### config.mk
export PLATFORM = sky130hd
export DESIGN_NAME = entity_slot_scheduler
export DESIGN_NICKNAME = d
export VERILOG_FILES = /design/src/rtl/entity_slot_scheduler.sv
export SDC_FILE = /design/constraint.sdc
export NUM_CORES = 1
export LEC_CHECK = 0
export ABC_AREA = 1
export BUFFER_PORTS_ARGS = -buffer_cell sky130_fd_sc_hd__buf_2
export CAP_MARGIN = 20
export CORE_ASPECT_RATIO = 0.7
export CORE_UTILIZATION = 45
export CTS_BUF_LIST = sky130_fd_sc_hd__clkbuf_2 sky130_fd_sc_hd__clkbuf_4 sky130_fd_sc_hd__clkbuf_8
export DETAILED_ROUTE_END_ITERATION = 12
export PLACE_DENSITY_LB_ADDON = 0.08
export SLEW_MARGIN = 5
export SYNTH_ARGS = -nofsm -noshare
export SYNTH_HDL_FRONTEND = slang
export SYNTH_SLANG_ARGS = --single-unit
### constraint.sdc
create_clock -name clk -period 2.8 [get_ports clk]
set_input_delay 0.56 -clock clk [delete_from_list [all_inputs] [get_ports clk]]
set_output_delay 0.56 -clock clk [all_outputs]
set_load 0.005 [all_outputs]
### src/rtl/entity_slot_scheduler.sv
// Nine-slot entity scheduler: round-robin arbitrated writes into a shadow bank,
// copied atomically to the registered active bank once per frame at vblank start.
module entity_slot_scheduler #(
  parameter int          NUM_REQ     = 4,
  parameter logic [9:0]  COMMIT_LINE = 10'd480,
  parameter logic [13:0] HIDDEN      = 14'h3C00
) (
  input  logic                    clk,
  input  logic                    reset,
  input  logic [NUM_REQ-1:0]      req_valid,
  input  logic [4*NUM_REQ-1:0]    req_slot,
  input  logic [14*NUM_REQ-1:0]   req_entity,
  output logic [NUM_REQ-1:0]      req_ready,
  input  logic                    clear_all,
  input  logic [9:0]              counter_H,
  input  logic [9:0]              counter_V,
  output logic [13:0]             entity_1,
  output logic [13:0]             entity_2,
  output logic [13:0]             entity_3,
  output logic [13:0]             entity_4,
  output logic [13:0]             entity_5,
  output logic [13:0]             entity_6,
  output logic [13:0]             entity_7,
  output logic [13:0]             entity_8_Flip,
  output logic [13:0]             entity_9_Flip,
  output logic                    frame_commit,
  output logic                    err_slot
);

  localparam int PTR_W = (NUM_REQ > 1) ? $clog2(NUM_REQ) : 1;

  typedef enum logic {ACCEPT = 1'b0, COMMIT = 1'b1} state_t;

  state_t             state_q, state_d;
  logic [PTR_W-1:0]   ptr;
  logic [PTR_W-1:0]   cand;
  logic [PTR_W-1:0]   grant_idx;
  logic               found;
  logic               trig_cond, trig_p1, trigger;
  logic               commit_en;
  logic               transfer;
  logic [3:0]         gnt_slot;
  logic [13:0]        gnt_entity;
  logic [13:0]        shadow [9];
  logic [13:0]        active [9];

  assign trig_cond = (counter_V == COMMIT_LINE) && (counter_H == 10'd0);
  assign trigger   = trig_cond && !trig_p1;

  always_comb begin
    state_d   = state_q;
    commit_en = 1'b0;
    case (state_q)
      ACCEPT: if (trigger) state_d = COMMIT;
      COMMIT: begin
        commit_en = 1'b1;
        state_d   = ACCEPT;
      end
      default: state_d = ACCEPT;
    endcase
  end

  // Round-robin search starting at ptr; first valid requester wins
  always_comb begin
    req_ready = '0;
    grant_idx = '0;
    cand      = '0;
    found     = 1'b0;
    if (state_q == ACCEPT && !clear_all) begin
      for (int k = 0; k < NUM_REQ; k++) begin
        cand = PTR_W'((int'(ptr) + k) % NUM_REQ);
        if (!found && req_valid[cand]) begin
          found            = 1'b1;
          req_ready[cand]  = 1'b1;
          grant_idx        = cand;
        end
      end
    end
  end

  always_comb begin
    gnt_slot   = 4'd0;
    gnt_entity = HIDDEN;
    for (int k = 0; k < NUM_REQ; k++) begin
      if (req_ready[k]) begin
        gnt_slot   = req_slot[4*k +: 4];
        gnt_entity = req_entity[14*k +: 14];
      end
    end
  end

  assign transfer = |(req_valid & req_ready);

  // Control: FSM, pointer, edge detect, pulses
  always_ff @(posedge clk or negedge reset) begin
    if (!reset) begin
      state_q      <= ACCEPT;
      ptr          <= '0;
      trig_p1      <= 1'b1;
      frame_commit <= 1'b0;
      err_slot     <= 1'b0;
    end else begin
      state_q      <= state_d;
      trig_p1      <= trig_cond;
      frame_commit <= commit_en;
      err_slot     <= transfer && (gnt_slot >= 4'd9);
      if (transfer)
        ptr <= (int'(grant_idx) == NUM_REQ - 1) ? '0 : grant_idx + 1'b1;
    end
  end

  // Banks: the commit samples shadow before any same-edge clear or write
  always_ff @(posedge clk or negedge reset) begin
    if (!reset) begin
      for (int s = 0; s < 9; s++) begin
        shadow[s] <= HIDDEN;
        active[s] <= HIDDEN;
      end
    end else begin
      for (int s = 0; s < 9; s++) begin
        if (commit_en)
          active[s] <= shadow[s];
        if (clear_all)
          shadow[s] <= HIDDEN;
        else if (transfer && gnt_slot == 4'(s))
          shadow[s] <= gnt_entity;
      end
    end
  end

  assign entity_1      = active[0];
  assign entity_2      = active[1];
  assign entity_3      = active[2];
  assign entity_4      = active[3];
  assign entity_5      = active[4];
  assign entity_6      = active[5];
  assign entity_7      = active[6];
  assign entity_8_Flip = active[7];
  assign entity_9_Flip = active[8];

endmodule

* Word level (Yosys, flattened, before mapping) *
Index checks and enable logic that the tools add are counted.

storage, ports and cells
  bits in latches = 0
  memories kept = 0
  register bits after elaboration = 258
  memory bits (writable) = 0
  output and inout bits = 132
  input bits = 99
  memory bits (read-only) = 0
  logic and storage cells = 153

operators by class
  equal/unequal tests = 10
  add/subtract/negate cells = 4
  $mul = 0
  bitwise gates (word level) = 5
  reductions and logical operators = 37
  shifts and indexed selects = 0
  multiplexer cells = 65
  div/mod/pow operators = 0
  order comparisons = 9

operators by type and width
  cell                                                        count
  2-to-1 mux 14 bit                                           22
  2-to-1 mux 4 bit                                            12
  logical AND 1 bit                                           20
  nonzero test 2 bit                                          9
  == test 4 x 3 -> 1 bit, second input constant               4
  2-to-1 mux 1 bit                                            16
  less-than comparator 2 x 3 -> 1 bit, second input constant  4
  2-to-1 mux 2 bit                                            6
  OR 4 bit                                                    3
  == test 10 x 9 -> 1 bit, second input constant              1
  zero test 10 bit                                            1
  binary-select mux 1 bit (select 2 bit)                      4
  demux 1 bit (select 2 bit)                                  4
  == test 4 x 2 -> 1 bit, second input constant               2
  >= comparator 2 x 1 -> 1 bit, second input constant         4
  zero test 1 bit                                             5
  adder 2 x 1 -> 2 bit, second input constant                 2
  adder 2 bit, second input constant                          2
  bitwise AND 4 bit                                           1
  == test 4 x 1 -> 1 bit, second input constant               1
  == test 4 bit, second input constant                        1
  >= comparator 4 bit, second input constant                  1
  zero test 4 bit                                             1
  OR reduction 4 bit                                          1
  other kinds (3)                                             3

* Logic depth before layout (Yosys ltp) *
Gate-level depths: netlist of the first run.

  depth in word-level cells = 24
  depth in mapped cells = 24
  gate-level depth less buffers = 22

* Worst setup path before layout of the first run *
No wires, ideal clock.

  path type = register -> register
  start point = register ptr[0]
  end point = register shadow[63] in the netlist's numbering
  arrival time = 2.626 ns
  path buffers = 3
  slack = 0.056 ns
  library setup time = 0.118 ns
  stages on the path, launching flop included = 24
  clock period less this slack = 2.744 ns
  required time = 2.682 ns
  cell sequence = dfrtp_1 > buf_6 > inv_6 > ha_1 > inv_1 > nand3_1 > nand2_1 > nor2_4 > nand2_1 > nand2_1 > nor2_1 > nand2_2 > nand2_4 > nand2_1 > inv_2 > nand2_2 > nand2_1 > nand2_2 > nor2_4 > buf_6 > nand3_4 > buf_6 > nand3_1 > nand2_1

on the way
  longest elaborated chain between the ends = 23
  elaborated cells between the ends (all ways) = 69
  those cells by class = add/sub: 3; order compare: 8; eq/ne: 1; mux: 40; bitwise: 4; reduce/logical: 13

ends and longest elaborated chain
  what                                                                                          line  RTL
  from (decl)                                                                                   35    logic [PTR_W-1:0] ptr;
  from (signal assigned)                                                                        108   ptr <= (int'(grant_idx) == NUM_REQ - 1) ? '0 : grant_idx + 1'b1;
  parallel branches: the longest is 14 deep, another holds less-than comparator 2 x 3 -> 1 bit  -
  2-to-1 mux 4 bit *                                                                            72    if (!found && req_valid[cand]) begin
  2-to-1 mux 4 bit *                                                                            69    if (state_q == ACCEPT && !clear_all) begin
  2-to-1 mux 4 bit (4 in series)                                                                85    if (req_ready[k]) begin
  == test 4 x 3 -> 1 bit                                                                        125   else if (transfer && gnt_slot == 4'(s))
  logical AND 1 bit                                                                             125
  nonzero test 2 bit (no line)                                                                  -
  to (signal, indexed assignment)                                                               126   shadow[s] <= gnt_entity;
  to (decl)                                                                                     44    logic [13:0] shadow [9];

Every way passes the cells marked *. The select of a mux whose other input is x is not followed.
A chain may end at the register's enable or synchronous reset.

* Final worst setup path of the first run *
  start point = register ptr[0]
  end point = register shadow[112] in the netlist's numbering

on the way
  longest elaborated chain between the ends = 23
  elaborated cells between the ends (all ways) = 69
  those cells by class = add/sub: 3; order compare: 8; mux: 40; bitwise: 4; reduce/logical: 14

ends and longest elaborated chain
  what                                                                                          line
  parallel branches: the longest is 14 deep, another holds less-than comparator 2 x 3 -> 1 bit  -
  2-to-1 mux 4 bit *                                                                            72
  2-to-1 mux 4 bit *                                                                            69
  2-to-1 mux 4 bit (4 in series)                                                                85
  zero test 4 bit                                                                               125
  logical AND 1 bit                                                                             125
  nonzero test 2 bit (no line)                                                                  -

Marked as above.

==> metrics.cfg, run 1 <==
[timing]
finalHoldViolations=0
min_period_ns=2.83
setup_violations=17
layout_setup_ws_ns=-0.0291
hold_slack_ns=0.262
skew_ns=0.0249
post-route-period-util=1.01
timing.fmax_ghz=0.353
worst_slew_pin_slew_ns=1.05
rsz0062_at_grt=yes
slew_headroom=0.303
slew_viol_final=0

[route]
num_vias=9339
post_drt_wl_per_cell_um=18.3
drc=0
drt-initial-drc-count=567
routed_wl_um=33300
viasPerCell=5.15
dr.pass1.iters=5
ant_nets=0

[min_path]
hold_class=primary input to register
min_path_cells=3
hold_start=counter_V[2]

[synthesis]
synth.distinct_cells=42
synthTopCellsByCount=314 x nand2_1, 185 x dfrtp_1, 129 x nand3_1, 105 x mux2_2, 73 x dfstp_2
ys_top_cells_by_area=dfrtp_1 40%, dfstp_2 17%, mux2_2 10%
post-synth-top-count-cell=nand2_1
async_flop_share=1.00
synth_edf_count=0
synth_ff_type=dfrtp_1
synth.largest_area_cell=dfrtp_1
synth_warnings=0
synth_area_um2=11600
synthesis.nets=1247
yosys.area.top_type_share=0.399
synth_area_per_cell_um2=10.2
syn-instance-count=1141
yosysSeqAreaShare=0.564
synth_seq_cells=258

[clocking]
numCtsBuffers=41
cts_tree=yes
cts.clk_slew.worst_paths_ns=0.06
clk_latency_ns=0.54
htreeDepth=2
cts.sink_count=258
clockRootBuffer=clkbuf_8
clock_path_buffers=3

[global_route]
first_global_vias=8842
grt_pass1_wl_um=50000
grt_usage=0.248
antenna_found_initial=1
grt_max_degree=85
gr-total-overflow=0

[place]
place_inst=1700
portBuffers=230
hpwl_um=21600
place_congestion=0.948

[cells_and_area]
fin_cells=1815
syn2layout_area_growth_pct=32.7
layout.nets=1563
fillCellCount=2165
drive_above_1_share=0.488

[status]
violations=setup timing
status=complete, but fails checks

[floorplan]
start_util=0.464
io_pins=231
core_area_um2=25000
dieArea_um2=26400
die_h_um=136
rows=48
die_w_um=194

[critical_path]
worstPathMaxFanout=7
cp-start-kind=register
worstPathArrival_ns=3.30
critical_path_class=register to register
worstSetupStartpoint=ptr[0]
rr_worst_depth=20
reg2reg_slack_ns=-0.03
r2r-start=ptr[0]
crit_path_end_kind=register
crit_required_ns=3.27

[pwr]
power_w=0.0157
cellPowerDensity_nw_per_um2=1020
vdd_ir_drop_max_mv=0.769
power_leakage_nw=8.17

[job]
drv_cap=0

final timing paths:
path                                to
min in group asynchronous    shadow[9]
max reg2reg                shadow[112]
max                        shadow[112]
min                            trig_p1
min reg2reg                shadow[110]
max in group asynchronous   shadow[53]
routing by layer:
metal / routed length, um / global-route usage / vias up
li1: - / - / 4422
met1: 15800 / 0.361 / 4548
met2: 14800 / 0.376 / 328
met3: 2120 / 0.0518 / 41
met4: 532 / 0.0648 / 0
met5: 0 / 0 / -
worst max-delay path, stage by stage (launching register included):
cell,delay (ns)
dfrtp_2,0.43
buf_6,0.15
nand2_2,0.07
nand2_4,0.06
nand2_4,0.10
nand2_8,0.08
nor2_8,0.18
buf_6,0.12
nand4_1,0.12
nand3_2,0.17
nand2_4,0.09
buf_6,0.14
o21ai_2,0.12
inv_2,0.07
nand2_8,0.11
buf_8,0.12
nand3_4,0.10
o21bai_4,0.25
clkbuf_16,0.19
nand2_1,0.05
nand2_1,0.05
report_power, final:
part | total [W] | internal, W | switching [W]
logic | 0.00748 | 0.00309 | 0.00439
registers | 0.00489 | 0.00452 | 0.000371
clock network | 0.00336 | 0.00191 | 0.00145
state kept, by name, summed over array words and instances (netlist names):
name and flops:
entity_7 14, entity_9_Flip 14, err_slot 1, shadow 126
entity_8_Flip 14, entity_4 14, entity_2 14, entity_3 14
entity_6 14, trig_p1 1, entity_5 14, frame_commit 1
entity_1 14, state_q 1, ptr 2
repair_timing:
action                                  CTS  global route
hold buffers                              1             0
pin swaps                                12            41
endpoints found under the hold margin    33             0
endpoints found under the setup margin   66           131
buffers inserted                         14            15
gates cloned                              1             8
gates resized for setup                  19           111
layout by cell type (no fill, tap or decap), drive strengths merged:
master	instances
dlygate4sd3	1
dfstp	73
nor2	57
nor3	1
o2111ai	1
o21ai	30
clkbuf	76
ha	7
buf	317
dfrtp	185
o211ai	13
inv	67
clkinvlp	2
nand3	139
nand2	350
clkinv	4
mux2	105
o21bai	2
or4	1
nor3b	1
xnor2	1
bufbuf	1
diode	1
xor2	1
nand4	11
nor4	3
a31oi	3
a21oi	36
nand3b	1
cells by family after synthesis:
kind of cell / after synthesis / share of synthesized area
adder cells (fa/ha/maj): 7 / 0.00755
AO/OA/AOI/OAI: 85 / 0.0475
buffers and inverters: 124 / 0.0501
multiplexers: 105 / 0.102
flip-flops: 258 / 0.564
AND/OR/NAND/NOR: 560 / 0.227
XOR/XNOR: 2 / 0.00151
metrics by stage:
| step | TNS [ns] | utilization | cell area [um^2] | setup WS, ns |
|---|---|---|---|---|
| 2_1_floorplan | 0 | - | 11600 | 0.0560 |
| 3_3_place_gp | 0 | 0.544 | 13600 | 0.00990 |
| 3_5_place_dp | -2.64 | 0.544 | 13600 | -0.0960 |
| 4_1_cts | -0.0749 | 0.588 | 14700 | -0.0673 |
| 5_1_grt | -11.07 | 0.616 | 15400 | -0.157 |
| 6_report | -0.242 | 0.616 | 15400 | -0.0291 |
cell type report:
| class | instances | area, um^2 | share of cell area |
|---|---|---|---|
| clock inverters | 3 | 26.3 | 0.00171 |
| clock buffers | 72 | 853 | 0.0554 |
| multi-input cells | 763 | 4890 | 0.318 |
| diodes | 1 | 2.50 | 0.000163 |
| flip-flops and latches | 258 | 6550 | 0.426 |
| well taps | 325 | 407 | 0.0264 |
| repair buffers | 323 | 2360 | 0.153 |
| inverters | 70 | 307 | 0.0199 |
(Power assumes the default switching activity.)
==> inputs of run 2 (changes only) <==
--- a/config.mk
+++ b/config.mk
@@ -13,6 +13,7 @@
 export CTS_BUF_LIST = sky130_fd_sc_hd__clkbuf_2 sky130_fd_sc_hd__clkbuf_4 sky130_fd_sc_hd__clkbuf_8
 export DETAILED_ROUTE_END_ITERATION = 12
 export PLACE_DENSITY_LB_ADDON = 0.08
+export SETUP_SLACK_MARGIN = 0.4
 export SLEW_MARGIN = 5
 export SYNTH_ARGS = -nofsm -noshare
 export SYNTH_HDL_FRONTEND = slang
==> constraint.sdc (replaced) <==
create_clock -name clk -period 2.72 [get_ports clk]
set_input_delay 0.544 -clock clk [delete_from_list [all_inputs] [get_ports clk]]
set_output_delay 0.544 -clock clk [all_outputs]
set_load 0.005 [all_outputs]
==> run 2 against run 1 <==
  * The run still ends with setup timing left
  * Clock power increased by 7.1%
  * Sequential power rose by 4.3%
  * Sequential share of layout area shrank 4.2 points
  * Via count rose by 5.5%
  * Non-clock buffer count grew 60
  * Maximum frequency is 2.4% lower
  * Register-to-register slack got worse by 0.15 ns
  * Worst hold slack worse by 0.056 ns
  * Die area unchanged
  * Core utilization up 6.7 points
  * Clock-buffer cell count decreased by 6
  * Critical endpoint is now shadow[70]
==> metrics.cfg, run 2 (synthesis gave the netlist of run 1 again) <==
[critical_path]
crit_required_ns=3.15  ; was 3.27 ns
cp-start-kind=register  ; unchanged
crit_path_end_kind=register  ; unchanged
slowest_stage=dfrtp_2  ; unchanged
worstPathMaxFanout=8  ; was 7
slowest_delay_ns=0.42  ; was 0.43 ns
path_cells=inv_8 -> ha_4 -> inv_4 -> nand2_4 -> nand2_4 -> nor2_8 -> nand2_2 -> nor2_2 -> nor2_2 -> nand2_2 -> nand2_8 -> buf_12 -> nand2_2 -> inv_2 -> nand2_2 -> buf_6 -> nand3_4 -> nor2_4 -> nand2_8 -> buf_8 -> nand3_2 -> nand2_1  ; was buf_6 -> nand2_2 -> nand2_4 -> nand2_4 -> nand2_8 -> nor2_8 -> buf_6 -> nand4_1 -> nand3_2 -> nand2_4 -> buf_6 -> o21ai_2 -> inv_2 -> nand2_8 -> buf_8 -> nand3_4 -> o21bai_4 -> clkbuf_16 -> nand2_1 -> nand2_1
critical_path_class=register to register  ; unchanged
reg2reg_to=shadow[70]  ; was shadow[112]
rr_worst_depth=22  ; was 20
r2r-start=ptr[0]  ; unchanged
worstPathArrival_ns=3.33  ; was 3.30 ns
reg2reg_slack_ns=-0.18  ; was -0.03 ns
cpMostUsedCell=nand2_2

[cells_and_area]
drive_above_1_share=0.617  ; was 0.488
layout_commonest_cell=buf_2  ; was nand2_1
largest-register=shadow  ; unchanged
largest_register_ffs=126  ; unchanged
fin_area_um2=17100  ; was 15400 um^2
postLayoutCoreUtil=0.683  ; was 0.616
fillCellCount=1916  ; was 2165
layout.nets=1632  ; was 1563
syn2layout_area_growth_pct=47.0  ; was 32.7%
layout_common_cells=226 x buf_2, 216 x nand2_1, 183 x dfrtp_1  ; was 290 x nand2_1, 228 x buf_2, 183 x dfrtp_1

[min_path]
hold_class=primary input to register  ; unchanged
worst_hold_path.endpoint=trig_p1  ; unchanged
min_path_cells=3  ; unchanged
hold_start=counter_V[2]  ; unchanged

[place]
place_area_um2=13900  ; was 13600 um^2
hpwl_um=21700  ; was 21600 um
portBuffers=230  ; unchanged
place_congestion=0.883  ; was 0.948
pre_cts_ws_ns=-0.270  ; was -0.0960 ns

[floorplan]
rows=48  ; unchanged
core_area_um2=25000  ; unchanged
io_pins=231  ; unchanged
start_util=0.464  ; unchanged
dieArea_um2=26400  ; unchanged
die_h_um=136  ; unchanged
die_w_um=194  ; unchanged

[pwr]
vdd_ir_drop_max_mv=0.822  ; was 0.769 mV
power_leakage_nw=8.71  ; was 8.17 nW
cellPowerDensity_nw_per_um2=1080  ; was 1020 nW/um^2

[clocking]
clock_path_buffers=3  ; unchanged
cts.sink_count=258  ; unchanged
clockRootBuffer=clkbuf_8  ; unchanged
htreeDepth=2  ; unchanged
clk_latency_ns=0.56  ; was 0.54 ns
numCtsBuffers=40  ; was 41
cts.clk_slew.worst_paths_ns=0.06  ; about the same
cts_tree=yes  ; unchanged

[global_route]
grt_usage=0.269  ; was 0.248
antenna_found_initial=2  ; was 1
gr-total-overflow=0  ; unchanged
first_global_vias=9720  ; was 8842
grt_max_degree=150  ; was 85
grt_pass1_wl_um=54500  ; was 50000 um

[timing]
setup_violations=129  ; was 17
worst_slew_pin_slew_ns=1.07  ; was 1.05 ns
finalHoldViolations=0  ; unchanged
slew_headroom=0.289  ; was 0.303
layout_setup_ws_ns=-0.178  ; was -0.0291 ns
post-route-period-util=1.07  ; was 1.01
min_period_ns=2.90  ; was 2.83 ns
rsz0062_at_grt=yes  ; unchanged
slew_viol_final=0  ; unchanged
skew_ns=0.0187  ; was 0.0249 ns
timing.fmax_ghz=0.345  ; was 0.353 GHz

[route]
drt-initial-drc-count=601  ; was 567
viasPerCell=5.23  ; was 5.15
post_drt_wl_per_cell_um=19.0  ; was 18.3 um
ant_nets=0  ; unchanged
drc=0  ; unchanged
num_vias=9855  ; was 9339
dr.pass1.iters=5  ; unchanged
routed_wl_um=35900  ; was 33300 um

[job]
drv_cap=0  ; unchanged

[status]
violations=setup timing  ; unchanged
status=complete, but fails checks  ; unchanged

run 2: through the flow:
step,std cells,total power (W),TNS [ns],hold WS [ns]
floorplan,1141,0.00856,0,0.248
global placement,1724,0.0110,-8.73,0.458
detailed placement,1724,0.0111,-16.42,0.464
CTS,1862,0.0175,-12.45,0.174
global route,1883,0.0193,-30.89,0.193
finish,1884,0.0185,-14.23,0.205
run 2: cell type report:
| class | count | area, um^2 | share of cell area |
|---|---|---|---|
| well taps | 325 | 407 | 0.0238 |
| clock inverters | 7 | 93.8 | 0.00550 |
| diodes | 2 | 5.00 | 0.000293 |
| clock buffers | 66 | 808 | 0.0474 |
| inverters | 70 | 345 | 0.0202 |
| repair inverters | 3 | 31.3 | 0.00183 |
| flip-flops and latches | 258 | 6550 | 0.384 |
| multi-input cells | 770 | 5810 | 0.341 |
| repair buffers | 383 | 3000 | 0.176 |
run 2: metal layers:
layer / vias to the layer above / GRT usage / wire length, um / share of wire
met5: - / 0 / 0 / 0
met3: 70 / 0.0595 / 2090 / 0.058
li1: 4572 / - / - / -
met4: 0 / 0.0728 / 777 / 0.022
met2: 306 / 0.416 / 16200 / 0.45
met1: 4907 / 0.382 / 16800 / 0.47
run 2: critical path: cells and delay by family (launching register included):
family	cells	cell delay [ns]
simple gates	15	1.47
fa+ha+maj	1	0.30
buf+inv	6	0.56
flops	1	0.42
run 2: what timing repair did:
item,in CTS,in global routing
hold buffers,1,0
setup endpoints to repair,133,133
buffers inserted,47,18
pin swaps,79,56
hold endpoints to repair,47,0
gates cloned,17,2
gates resized for setup,230,118
run 2: where the power goes:
| part | internal [W] | leakage, nW | switching [W] |
|---|---|---|---|
| combinational | 0.00430 | 4.94 | 0.00547 |
| sequential | 0.00465 | 3.30 | 0.000450 |
| clock | 0.00207 | 0.474 | 0.00152 |
| total | 0.0110 | 8.71 | 0.00744 |
run 2: worst max path at each step:
stage	slack (ns)	startpoint	to	cells after the start
2_1_floorplan	0.13	ptr[0]	shadow[77]	23
3_3_place_gp	-0.22	req_valid[3]	shadow[5]	16
3_5_place_dp	-0.27	req_valid[2]	shadow[6]	16
4_1_cts	-0.20	ptr[0]	req_ready[3]	14
5_1_grt	-0.31	ptr[0]	shadow[78]	22
6_report	-0.18	ptr[0]	shadow[70]	22
